<file path="src/rtl/scroll_addr_pipe_if.sv">
// Pixel-address stage bus: timing-controller inputs and RAM-side outputs.
// Master drives screen counters and scroll controls; slave returns address and delayed syncs.
interface scroll_addr_pipe_if;
    logic [9:0]  h_cnt;
    logic [9:0]  v_cnt;
    logic        valid_in;
    logic        hsync_in;
    logic        vsync_in;
    logic        en;
    logic [1:0]  dir;
    logic        mirror;
    logic [16:0] pixel_addr;
    logic        valid_out;
    logic        hsync_out;
    logic        vsync_out;

    modport master (
        output h_cnt, v_cnt, valid_in, hsync_in, vsync_in,
        output en, dir, mirror,
        input  pixel_addr, valid_out, hsync_out, vsync_out
    );

    modport slave (
        input  h_cnt, v_cnt, valid_in, hsync_in, vsync_in,
        input  en, dir, mirror,
        output pixel_addr, valid_out, hsync_out, vsync_out
    );
endinterface

</file>
<file path="src/rtl/scroll_addr_pipe.sv">
// Maps 640x480 screen counters to a 2x-downscaled, scrolled, optionally mirrored
// picture RAM address and delays valid/sync to line up with the RAM output.
module scroll_addr_pipe #(
    parameter int IMG_W     = 320,
    parameter int IMG_H     = 240,
    parameter int V_ACTIVE  = 480,
    parameter int STEP      = 1,
    parameter int FRAME_DIV = 1,
    parameter int PIPE      = 2,
    parameter bit SYNC_IDLE = 1'b1
) (
    input  logic              clk,
    input  logic              rst,
    scroll_addr_pipe_if.slave pix
);

    localparam logic [0:0] S_IDLE = 1'b0;
    localparam logic [0:0] S_RUN  = 1'b1;

    localparam int             FCW     = (FRAME_DIV > 1) ? $clog2(FRAME_DIV) : 1;
    localparam logic [FCW-1:0] FC_LAST = FCW'(FRAME_DIV - 1);
    localparam logic [FCW-1:0] FC_ONE  = FCW'(1);
    localparam logic [9:0]     W10     = 10'(IMG_W);
    localparam logic [9:0]     H10     = 10'(IMG_H);
    localparam logic [9:0]     S10     = 10'(STEP);
    localparam logic [9:0]     VA10    = 10'(V_ACTIVE);
    localparam logic [16:0]    W17     = 17'(IMG_W);

    logic [0:0]     state_q, state_d;
    logic [9:0]     hoff_q, hoff_d;
    logic [9:0]     voff_q, voff_d;
    logic [FCW-1:0] fc_q, fc_d, fc_base;
    logic [16:0]    addr_q, addr_d;
    logic           cond_q, cond, tick;
    logic [PIPE-1:0] vld_q, hs_q, vs_q;

    logic [9:0] x, y, xsum, ysum, xs, ys, xm;

    always_comb begin
        x    = pix.h_cnt >> 1;
        y    = pix.v_cnt >> 1;
        xsum = x + hoff_q;
        ysum = y + voff_q;
        xs   = (xsum >= W10) ? xsum - W10 : xsum;
        ys   = (ysum >= H10) ? ysum - H10 : ysum;
        xm   = pix.mirror ? (W10 - 10'd1 - xs) : xs;
        addr_d = pix.valid_in ? ({7'd0, ys} * W17 + {7'd0, xm}) : 17'd0;
    end

    // Tick only on the first cycle of the blanking-start point.
    assign cond = (pix.v_cnt == VA10) && (pix.h_cnt == 10'd0);
    assign tick = cond & ~cond_q;

    always_comb begin
        state_d = pix.en ? S_RUN : S_IDLE;
        hoff_d  = hoff_q;
        voff_d  = voff_q;
        fc_d    = fc_q;
        fc_base = (state_q == S_RUN) ? fc_q : '0;
        if (!pix.en) begin
            fc_d = '0;
        end else if (tick) begin
            if (fc_base == FC_LAST) begin
                fc_d = '0;
                unique case (pix.dir)
                    2'b00: hoff_d = (hoff_q + S10 >= W10) ? hoff_q + S10 - W10
                                                          : hoff_q + S10;
                    2'b01: hoff_d = (hoff_q < S10) ? hoff_q + W10 - S10
                                                   : hoff_q - S10;
                    2'b10: voff_d = (voff_q + S10 >= H10) ? voff_q + S10 - H10
                                                          : voff_q + S10;
                    2'b11: voff_d = (voff_q < S10) ? voff_q + H10 - S10
                                                   : voff_q - S10;
                endcase
            end else begin
                fc_d = fc_base + FC_ONE;
            end
        end
    end

    always_ff @(posedge clk or posedge rst) begin
        if (rst) begin
            state_q <= S_IDLE;
            hoff_q  <= '0;
            voff_q  <= '0;
            fc_q    <= '0;
            addr_q  <= '0;
            cond_q  <= 1'b0;
            vld_q   <= '0;
            hs_q    <= {PIPE{SYNC_IDLE}};
            vs_q    <= {PIPE{SYNC_IDLE}};
        end else begin
            state_q <= state_d;
            hoff_q  <= hoff_d;
            voff_q  <= voff_d;
            fc_q    <= fc_d;
            addr_q  <= addr_d;
            cond_q  <= cond;
            vld_q   <= PIPE'({vld_q, pix.valid_in});
            hs_q    <= PIPE'({hs_q, pix.hsync_in});
            vs_q    <= PIPE'({vs_q, pix.vsync_in});
        end
    end

    assign pix.pixel_addr = addr_q;
    assign pix.valid_out  = vld_q[PIPE-1];
    assign pix.hsync_out  = hs_q[PIPE-1];
    assign pix.vsync_out  = vs_q[PIPE-1];

endmodule

</file>
<file path="src/flat_wrapper.sv">
// flat-port wrapper written by rule: the top's interface ports become plain ports
module scroll_addr_pipe_flat 
#(
    parameter int IMG_W     = 320,
    parameter int IMG_H     = 240,
    parameter int V_ACTIVE  = 480,
    parameter int STEP      = 1,
    parameter int FRAME_DIV = 1,
    parameter int PIPE      = 2,
    parameter bit SYNC_IDLE = 1'b1
)
  (clk, rst, pix_h_cnt, pix_v_cnt, pix_valid_in, pix_hsync_in, pix_vsync_in, pix_en, pix_dir, pix_mirror, pix_pixel_addr, pix_valid_out, pix_hsync_out, pix_vsync_out);
  scroll_addr_pipe_if pix_i ();
  input  logic clk;
  input  logic rst;
  input wire logic [$bits(pix_i.h_cnt)-1:0] pix_h_cnt;
  input wire logic [$bits(pix_i.v_cnt)-1:0] pix_v_cnt;
  input wire logic [$bits(pix_i.valid_in)-1:0] pix_valid_in;
  input wire logic [$bits(pix_i.hsync_in)-1:0] pix_hsync_in;
  input wire logic [$bits(pix_i.vsync_in)-1:0] pix_vsync_in;
  input wire logic [$bits(pix_i.en)-1:0] pix_en;
  input wire logic [$bits(pix_i.dir)-1:0] pix_dir;
  input wire logic [$bits(pix_i.mirror)-1:0] pix_mirror;
  output wire logic [$bits(pix_i.pixel_addr)-1:0] pix_pixel_addr;
  output wire logic [$bits(pix_i.valid_out)-1:0] pix_valid_out;
  output wire logic [$bits(pix_i.hsync_out)-1:0] pix_hsync_out;
  output wire logic [$bits(pix_i.vsync_out)-1:0] pix_vsync_out;
  assign pix_i.h_cnt = pix_h_cnt;
  assign pix_i.v_cnt = pix_v_cnt;
  assign pix_i.valid_in = pix_valid_in;
  assign pix_i.hsync_in = pix_hsync_in;
  assign pix_i.vsync_in = pix_vsync_in;
  assign pix_i.en = pix_en;
  assign pix_i.dir = pix_dir;
  assign pix_i.mirror = pix_mirror;
  assign pix_pixel_addr = pix_i.pixel_addr;
  assign pix_valid_out = pix_i.valid_out;
  assign pix_hsync_out = pix_i.hsync_out;
  assign pix_vsync_out = pix_i.vsync_out;
  scroll_addr_pipe #(.IMG_W(IMG_W), .IMG_H(IMG_H), .V_ACTIVE(V_ACTIVE), .STEP(STEP), .FRAME_DIV(FRAME_DIV), .PIPE(PIPE), .SYNC_IDLE(SYNC_IDLE)) u_core (.clk(clk), .rst(rst), .pix(pix_i));
endmodule
</file>
<file path="config.mk">
export PLATFORM = sky130hd
export DESIGN_NAME = scroll_addr_pipe_flat
export DESIGN_NICKNAME = d
export VERILOG_FILES = /design/src/rtl/scroll_addr_pipe_if.sv /design/src/rtl/scroll_addr_pipe.sv /design/src/flat_wrapper.sv
export SDC_FILE = /design/constraint.sdc
export NUM_CORES = 1
export LEC_CHECK = 0
export CORE_MARGIN = 2
export CORE_UTILIZATION = 40
export DETAILED_ROUTE_END_ITERATION = 10
export PLACE_DENSITY = 0.69
export SYNTH_ARGS = -nofsm -noshare
export SYNTH_HDL_FRONTEND = slang
export SYNTH_SLANG_ARGS = --single-unit
</file>
<file path="constraint.sdc">
create_clock -name clk -period 6 [get_ports clk]
set_input_delay 1.2 -clock clk [delete_from_list [all_inputs] [get_ports clk]]
set_output_delay 1.2 -clock clk [all_outputs]
set_load 0.005 [all_outputs]
</file>
# After elaboration in Yosys (flattened, before gate mapping)
# Index checks and enable logic that the tools add are counted.
# Widths: inputs -> output; s select.
[classes]
add_sub_neg = 17
mul = 1
order_cmp = 6
n_eq_ne = 5
muxes = 15
bitwise_logic = 3
reduce_logical = 7
[op_table]
columns = ["op", "count"]
rows = [
  ["$mux 10", 7],
  ["$pmux 10 s2", 2],
  ["$sub 10x1->10 const B", 4],
  ["$add 10x1->10 const B", 2],
  ["$add 9x10->10", 2],
  ["$ge 10x8->1 const B", 2],
  ["$ge 10x9->1 const B", 2],
  ["$lt 10x1->1 const B", 2],
  ["$sub 10x8->10 const B", 2],
  ["$sub 10x9->10 const B", 2],
  ["$add 17x10->17", 1],
  ["$mux 17", 1],
  ["$mul 10x3->11 const B", 1],
  ["$add 10x8->10 const B", 1],
  ["$add 10x9->10 const B", 1],
  ["$eq 10x9->1 const B", 1],
  ["$logic_not 10->1", 1],
  ["$sub 9x10->10 const A", 1],
  ["$reduce_and 4->1", 2],
  ["$mux 1", 5],
  ["$eq 2x2->1 const B", 2],
  ["$reduce_bool 2->1", 2],
  ["$eq 2x1->1 const B", 1],
  ["$logic_not 2->1", 1],
  ["5 further kinds", 6],
]
[word_totals]
regBits = 46
inputBits = 29
out_inout_bits = 20

# Depth between registers and ports, before layout
[logic_depth]
depth_word = 7
ltp_mapped = 25
mapped_depth_nobuf = 25

# Worst setup path after synthesis
# Ideal clock, no wire load.
[synth_path]
kind = "input-to-reg"
start = "input pix_h_cnt[1]"
end = "register u_core.addr_q[16], in the netlist u_core.pix.pixel_addr[16]"
setup_ns = 0.119
t_arrival_ns = 5.701
required_ns = 5.881
path_slack_ns = 0.180
path_stages = 25
cell_sequence = "ha_1 -> inv_1 -> fa_1 -> nor2b_4 -> o31a_4 -> o31ai_4 -> o21a_1 -> ha_1 -> nand2_1 -> or4b_4 -> o31ai_1 -> a21oi_1 -> mux2i_1 -> ha_1 -> nand2_1 -> o21ai_1 -> fa_1 -> a21o_1 -> a21oi_1 -> nor2_1 -> and3_1 -> nand3_1 -> xor3_1 -> xor2_1 -> and2_1"
[synth_via]
elab_chain_cells = 7
word_cells_on_any_way = 8
[synth_lines]
columns = ["item", "line", "source"]
rows = [
  ["start: declaration", "flat_wrapper.sv:16", "input wire logic [$bits(pix_i.h_cnt)-1:0] pix_h_cnt;"],
  ["$add 9x10->10 (*)", "scroll_addr_pipe.sv:42", "xsum = x + hoff_q;"],
  ["$sub 10x9->10 or $ge 10x9->1 (tied branches)", "scroll_addr_pipe.sv:44", "xs = (xsum >= W10) ? xsum - W10 : xsum;"],
  ["$mux 10 (*)", "scroll_addr_pipe.sv:44", ""],
  ["$sub 9x10->10", "scroll_addr_pipe.sv:46", "xm = pix.mirror ? (W10 - 10'd1 - xs) : xs;"],
  ["$mux 10 (*)", "scroll_addr_pipe.sv:46", ""],
  ["$add 17x10->17 (*)", "scroll_addr_pipe.sv:47", "addr_d = pix.valid_in ? ({7'd0, ys} * W17 + {7'd0, xm}) : 17'd0;"],
  ["$mux 17 (*)", "scroll_addr_pipe.sv:47", ""],
  ["via u_core.addr_d[16]", "scroll_addr_pipe.sv:33", "logic [16:0] addr_q, addr_d;"],
  ["end signal: assignment", "scroll_addr_pipe.sv:97", "addr_q <= addr_d;"],
  ["end: declaration", "scroll_addr_pipe.sv:33", ""],
]
# Mark *: on every way through the listed nets, which the timed path passes. The rest lies on a longest branch.
# A chain may end at the register's enable or synchronous reset.

# Final worst setup path
# Same ends and word-level chain as after synthesis.

==> reports/results.tsv <==
metric	value	unit
outcome	complete, no violations	
cts-buffers-inserted	5	
routedLengthMet1	4720	µm
final_period_minus_worst_setup_slack	5.81	ns
hold_class	reg2reg	
area_of_combinational_cells_with_multiple_inputs	0.00338	mm²
post-place-cells	728	
synth_nets	605	
post_route_cells_drive_above_1_share	17.5	%
clock_path_buffers	2	
row_count	38	
drt_iter0_drc	268	
most_common_flop_cell_mapped_by_yosys	sky130_fd_sc_hd__dfrtp_1	
cellLeakagePower	2.59	nW
pwr_density_cell	167	mW/mm²
maximum_clock_frequency	172	MHz
crit_fanout	3	
ys_seq_area_share	24.6	%
num-nets-final	685	
fillCellCount	983	
setup_repair_after_global_routing_missed_its_margin	yes	
path_clk_slew	0.06	ns
ys_warn_count	0	
final_core_utilization	52.7	%
setup_slack	0.190	ns
grt_remaining_overflow	0	
num_antenna_cells	0	
floorplan.io_pins	49	
layoutNonFillerInstCount	744	
syn-cell-area	0.00450	mm²
placement.setup.worst_slack	-0.557	ns
area.sequential	0.00111	mm²
clock_sink_count	44	
post_synth_num_cell_types	80	
drc_errors	0	
report.final.slew_viol_count	0	
ctsRootBufferMaster	sky130_fd_sc_hd__clkbuf_16	
post_cts_hold_buffer_count	0	
top_layer	met4	
routabilityCongestion	0.889	
detail_route.wl_per_cell	14.7	µm
number_of_antenna_violations_at_the_first_check_in_global_routing	0	
finalClockSkew	0.00868	ns
drt_wl_total	10900	µm
grt_pass1_vias	4002	
final_hold_violation_count	0	
ys_seq_elements	44	
vias_per_cell	5.47	
routed-via-count	4066	
endpoint_kind	flip-flop	
share_seq_of_total_power	33.8	%
slew_headroom	52.2	%
grt.total_usage	18.4	%
switching_power	263	µW
cap_violations	0	
syn-instance-count	523	
clk_latency	0.29	ns
worst_pin_slew	0.711	ns
internal-power	698	µW
critical_path_required	6.17	ns
route.met2.wl	5620	µm
tritoncts	done	
switch_share	27.4	%
synth_enable_flop_cells	0	
setup-tns-final	0	ns
synthesis.area_per_instance	8.61	µm²
cp-start-kind	primary input	
fraction_of_synthesis_flops_using_an_asynchronous_set_or_reset_pin	100	%
comb_power_share	33.9	%
fp.dieArea	0.0121	mm²
grt_first_pass_wirelength	17800	µm
drt_pass_1_iters	4	
setup_crit_path_kind	in2reg	
peakVddDrop	149	µV
htree_levels	2	
die_height	110	µm
flow.area_growth_from_synthesis	28.1	%
met3_length	355	µm
grt_start_max_net_pins	45	
fin_crit_sh	96.8	%
dieWidth	110	µm
cp_data_arrival_time	5.98	ns
coreArea	0.0109	mm²
io_buffers	48	
clock_power_share	32.2	%
setup_viol_count_final	0	
initial_utilization	41.2	%
drt.antenna.violating_nets	0	
detailedPlacementHpwl	8320	µm
-- per-stage QoR --
stage | total power, mW | hold slack, ns | cell area, µm²
6_report | 0.962 | 0.346 | 5770
5_1_grt | 1.02 | 0.364 | 5770
4_1_cts | 0.958 | 0.350 | 5590
3_5_place_dp | 0.637 | 0.336 | 5360
3_3_place_gp | 0.628 | 0.333 | 5360
2_1_floorplan | 0.506 | 0.331 | 4500
-- synthesized netlist by cell type, drive strengths merged (3+ instances only) --
master  count  area share, %
nor2       34            2.9
nand3b      3           0.50
a21oi      34            3.9
fa          4            1.8
xnor2      33            6.6
clkbuf     13            1.1
mux2i       7            1.6
o21ai      21            2.3
a211oi      8            1.6
a211o       3           0.58
o21bai      5           0.83
ha         49             14
and3        6           0.94
xor2       28            5.4
nor4b       3           0.58
and2       18            2.5
dfrtp      40             22
buf         9           0.94
dfstp       4            2.3
nand3      21            2.4
nor3b       3           0.50
nor2b       9            1.5
a31oi       7           0.97
a21o        8            1.3
nor3       18            2.1
o31ai       6            1.3
nand2      43            3.6
or3         4           0.56
inv        22            1.8
nor4        7           0.97
o21a        9            1.5
nand4       5           0.83
-- cells in the final DEF, fill, tap and decap left out, types with 8 or more instances in the layout --
cell type | Yosys | routed
sky130_fd_sc_hd__nor3_1 | 17 | 17
sky130_fd_sc_hd__dfrtp_1 | 40 | 40
sky130_fd_sc_hd__o21a_1 | 9 | 9
sky130_fd_sc_hd__and2_1 | 18 | 18
sky130_fd_sc_hd__xnor2_1 | 32 | 30
sky130_fd_sc_hd__nand2_1 | 42 | 42
sky130_fd_sc_hd__o21ai_0 | 19 | 19
sky130_fd_sc_hd__a21o_1 | 8 | 8
sky130_fd_sc_hd__xor2_1 | 28 | 27
sky130_fd_sc_hd__ha_1 | 49 | 40
sky130_fd_sc_hd__nand3_1 | 20 | 19
sky130_fd_sc_hd__a21oi_1 | 33 | 30
sky130_fd_sc_hd__nor2_1 | 33 | 32
sky130_fd_sc_hd__clkdlybuf4s50_1 | 0 | 42
sky130_fd_sc_hd__inv_1 | 21 | 20
sky130_fd_sc_hd__buf_4 | 0 | 47
-- sequential cells by signal (all words and copies together) (netlist names) --
register               cells
u_core.voff_q             10
u_core.cond_q              1
u_core.hoff_q             10
u_core.vs_q                2
u_core.vld_q               2
u_core.hs_q                2
u_core.pix.pixel_addr     17
-- layer usage --
| metal | track usage [%] | up-vias |
|---|---|---|
| li1 | - | 2037 |
| met1 | 21.6 | 1922 |
| met4 | 7.14 | 0 |
| met5 | 0 | - |
| met3 | 2.59 | 18 |
| met2 | 33.7 | 89 |
-- power groups by stage --
| stage | logic [mW] | clock network [mW] | registers, mW |
|---|---|---|---|
| after floorplan | 0.171 | 0 | 0.335 |
| after global placement | 0.297 | 0 | 0.331 |
| after detailed placement | 0.306 | 0 | 0.331 |
| after CTS | 0.316 | 0.317 | 0.326 |
| after global routing | 0.362 | 0.332 | 0.327 |
| final | 0.326 | 0.310 | 0.326 |
-- path summary, 6_finish.rpt --
check | from | end | slack (ns) | depth (start not counted)
worst min register to register | u_core.vld_q[0] | u_core.vld_q[1] | 0.35 | 0
max in group asynchronous | rst | u_core.voff_q[9] | 4.25 | 3
worst max register to register | u_core.hoff_q[0] | u_core.pix.pixel_addr[16] | 0.58 | 25
worst max-delay path | pix_h_cnt[1] | u_core.pix.pixel_addr[16] | 0.19 | 26
min in group asynchronous | rst | u_core.pix.pixel_addr[10] | 1.37 | 3
worst min-delay path | u_core.vld_q[0] | u_core.vld_q[1] | 0.35 | 0
-- logic make-up after synthesis --
family / Yosys count / share of synthesized area [%]
xor gates and xnor gates: 62 / 12.6
adders and majority gates: 53 / 15.4
DFF: 44 / 24.6
AOI/OAI and AO/OA: 126 / 19.5
and+or+nand+nor: 185 / 22.0
buffers and inverters: 44 / 3.89
muxes: 9 / 2.06
-- final cells by class --
class / instances / area share (%)
clock inverters: 3 / 0.738
well taps: 140 / 3.04
repair buffers: 95 / 14.8
inverters: 22 / 1.43
multi-input cells: 435 / 58.7
clock buffers: 5 / 2.17
flip-flops and latches: 44 / 19.2
-- worst max-delay path, stage by stage --
cell and delay [ns]:
sky130_fd_sc_hd__buf_8 0.10, sky130_fd_sc_hd__ha_4 0.16, sky130_fd_sc_hd__inv_2 0.05, sky130_fd_sc_hd__fa_2 0.22, sky130_fd_sc_hd__nor2b_4 0.05, sky130_fd_sc_hd__o31a_4 0.36
sky130_fd_sc_hd__o31ai_4 0.24, sky130_fd_sc_hd__o21a_1 0.19, sky130_fd_sc_hd__ha_2 0.18, sky130_fd_sc_hd__nand2_1 0.05, sky130_fd_sc_hd__or4b_4 0.55, sky130_fd_sc_hd__o31ai_4 0.24
sky130_fd_sc_hd__a21oi_2 0.12, sky130_fd_sc_hd__mux2i_1 0.25, sky130_fd_sc_hd__ha_1 0.27, sky130_fd_sc_hd__nand2_1 0.07, sky130_fd_sc_hd__o21ai_2 0.09, sky130_fd_sc_hd__fa_2 0.38
sky130_fd_sc_hd__a21o_1 0.20, sky130_fd_sc_hd__a21oi_2 0.17, sky130_fd_sc_hd__nor2_2 0.06, sky130_fd_sc_hd__and3_4 0.18, sky130_fd_sc_hd__nand3_2 0.07, sky130_fd_sc_hd__xor3_1 0.22
sky130_fd_sc_hd__xor2_1 0.17, sky130_fd_sc_hd__and2_1 0.15
-- repair_timing --
| item | in CTS | in global routing |
|---|---|---|
| endpoints found under the setup margin | 2 | 4 |
| hold endpoints to repair | 0 | 0 |
| pin swaps | 9 | 21 |
| setup buffers | 4 | 4 |
| gates resized for setup | 10 | 29 |
Power figures use the tool's default switching activity.
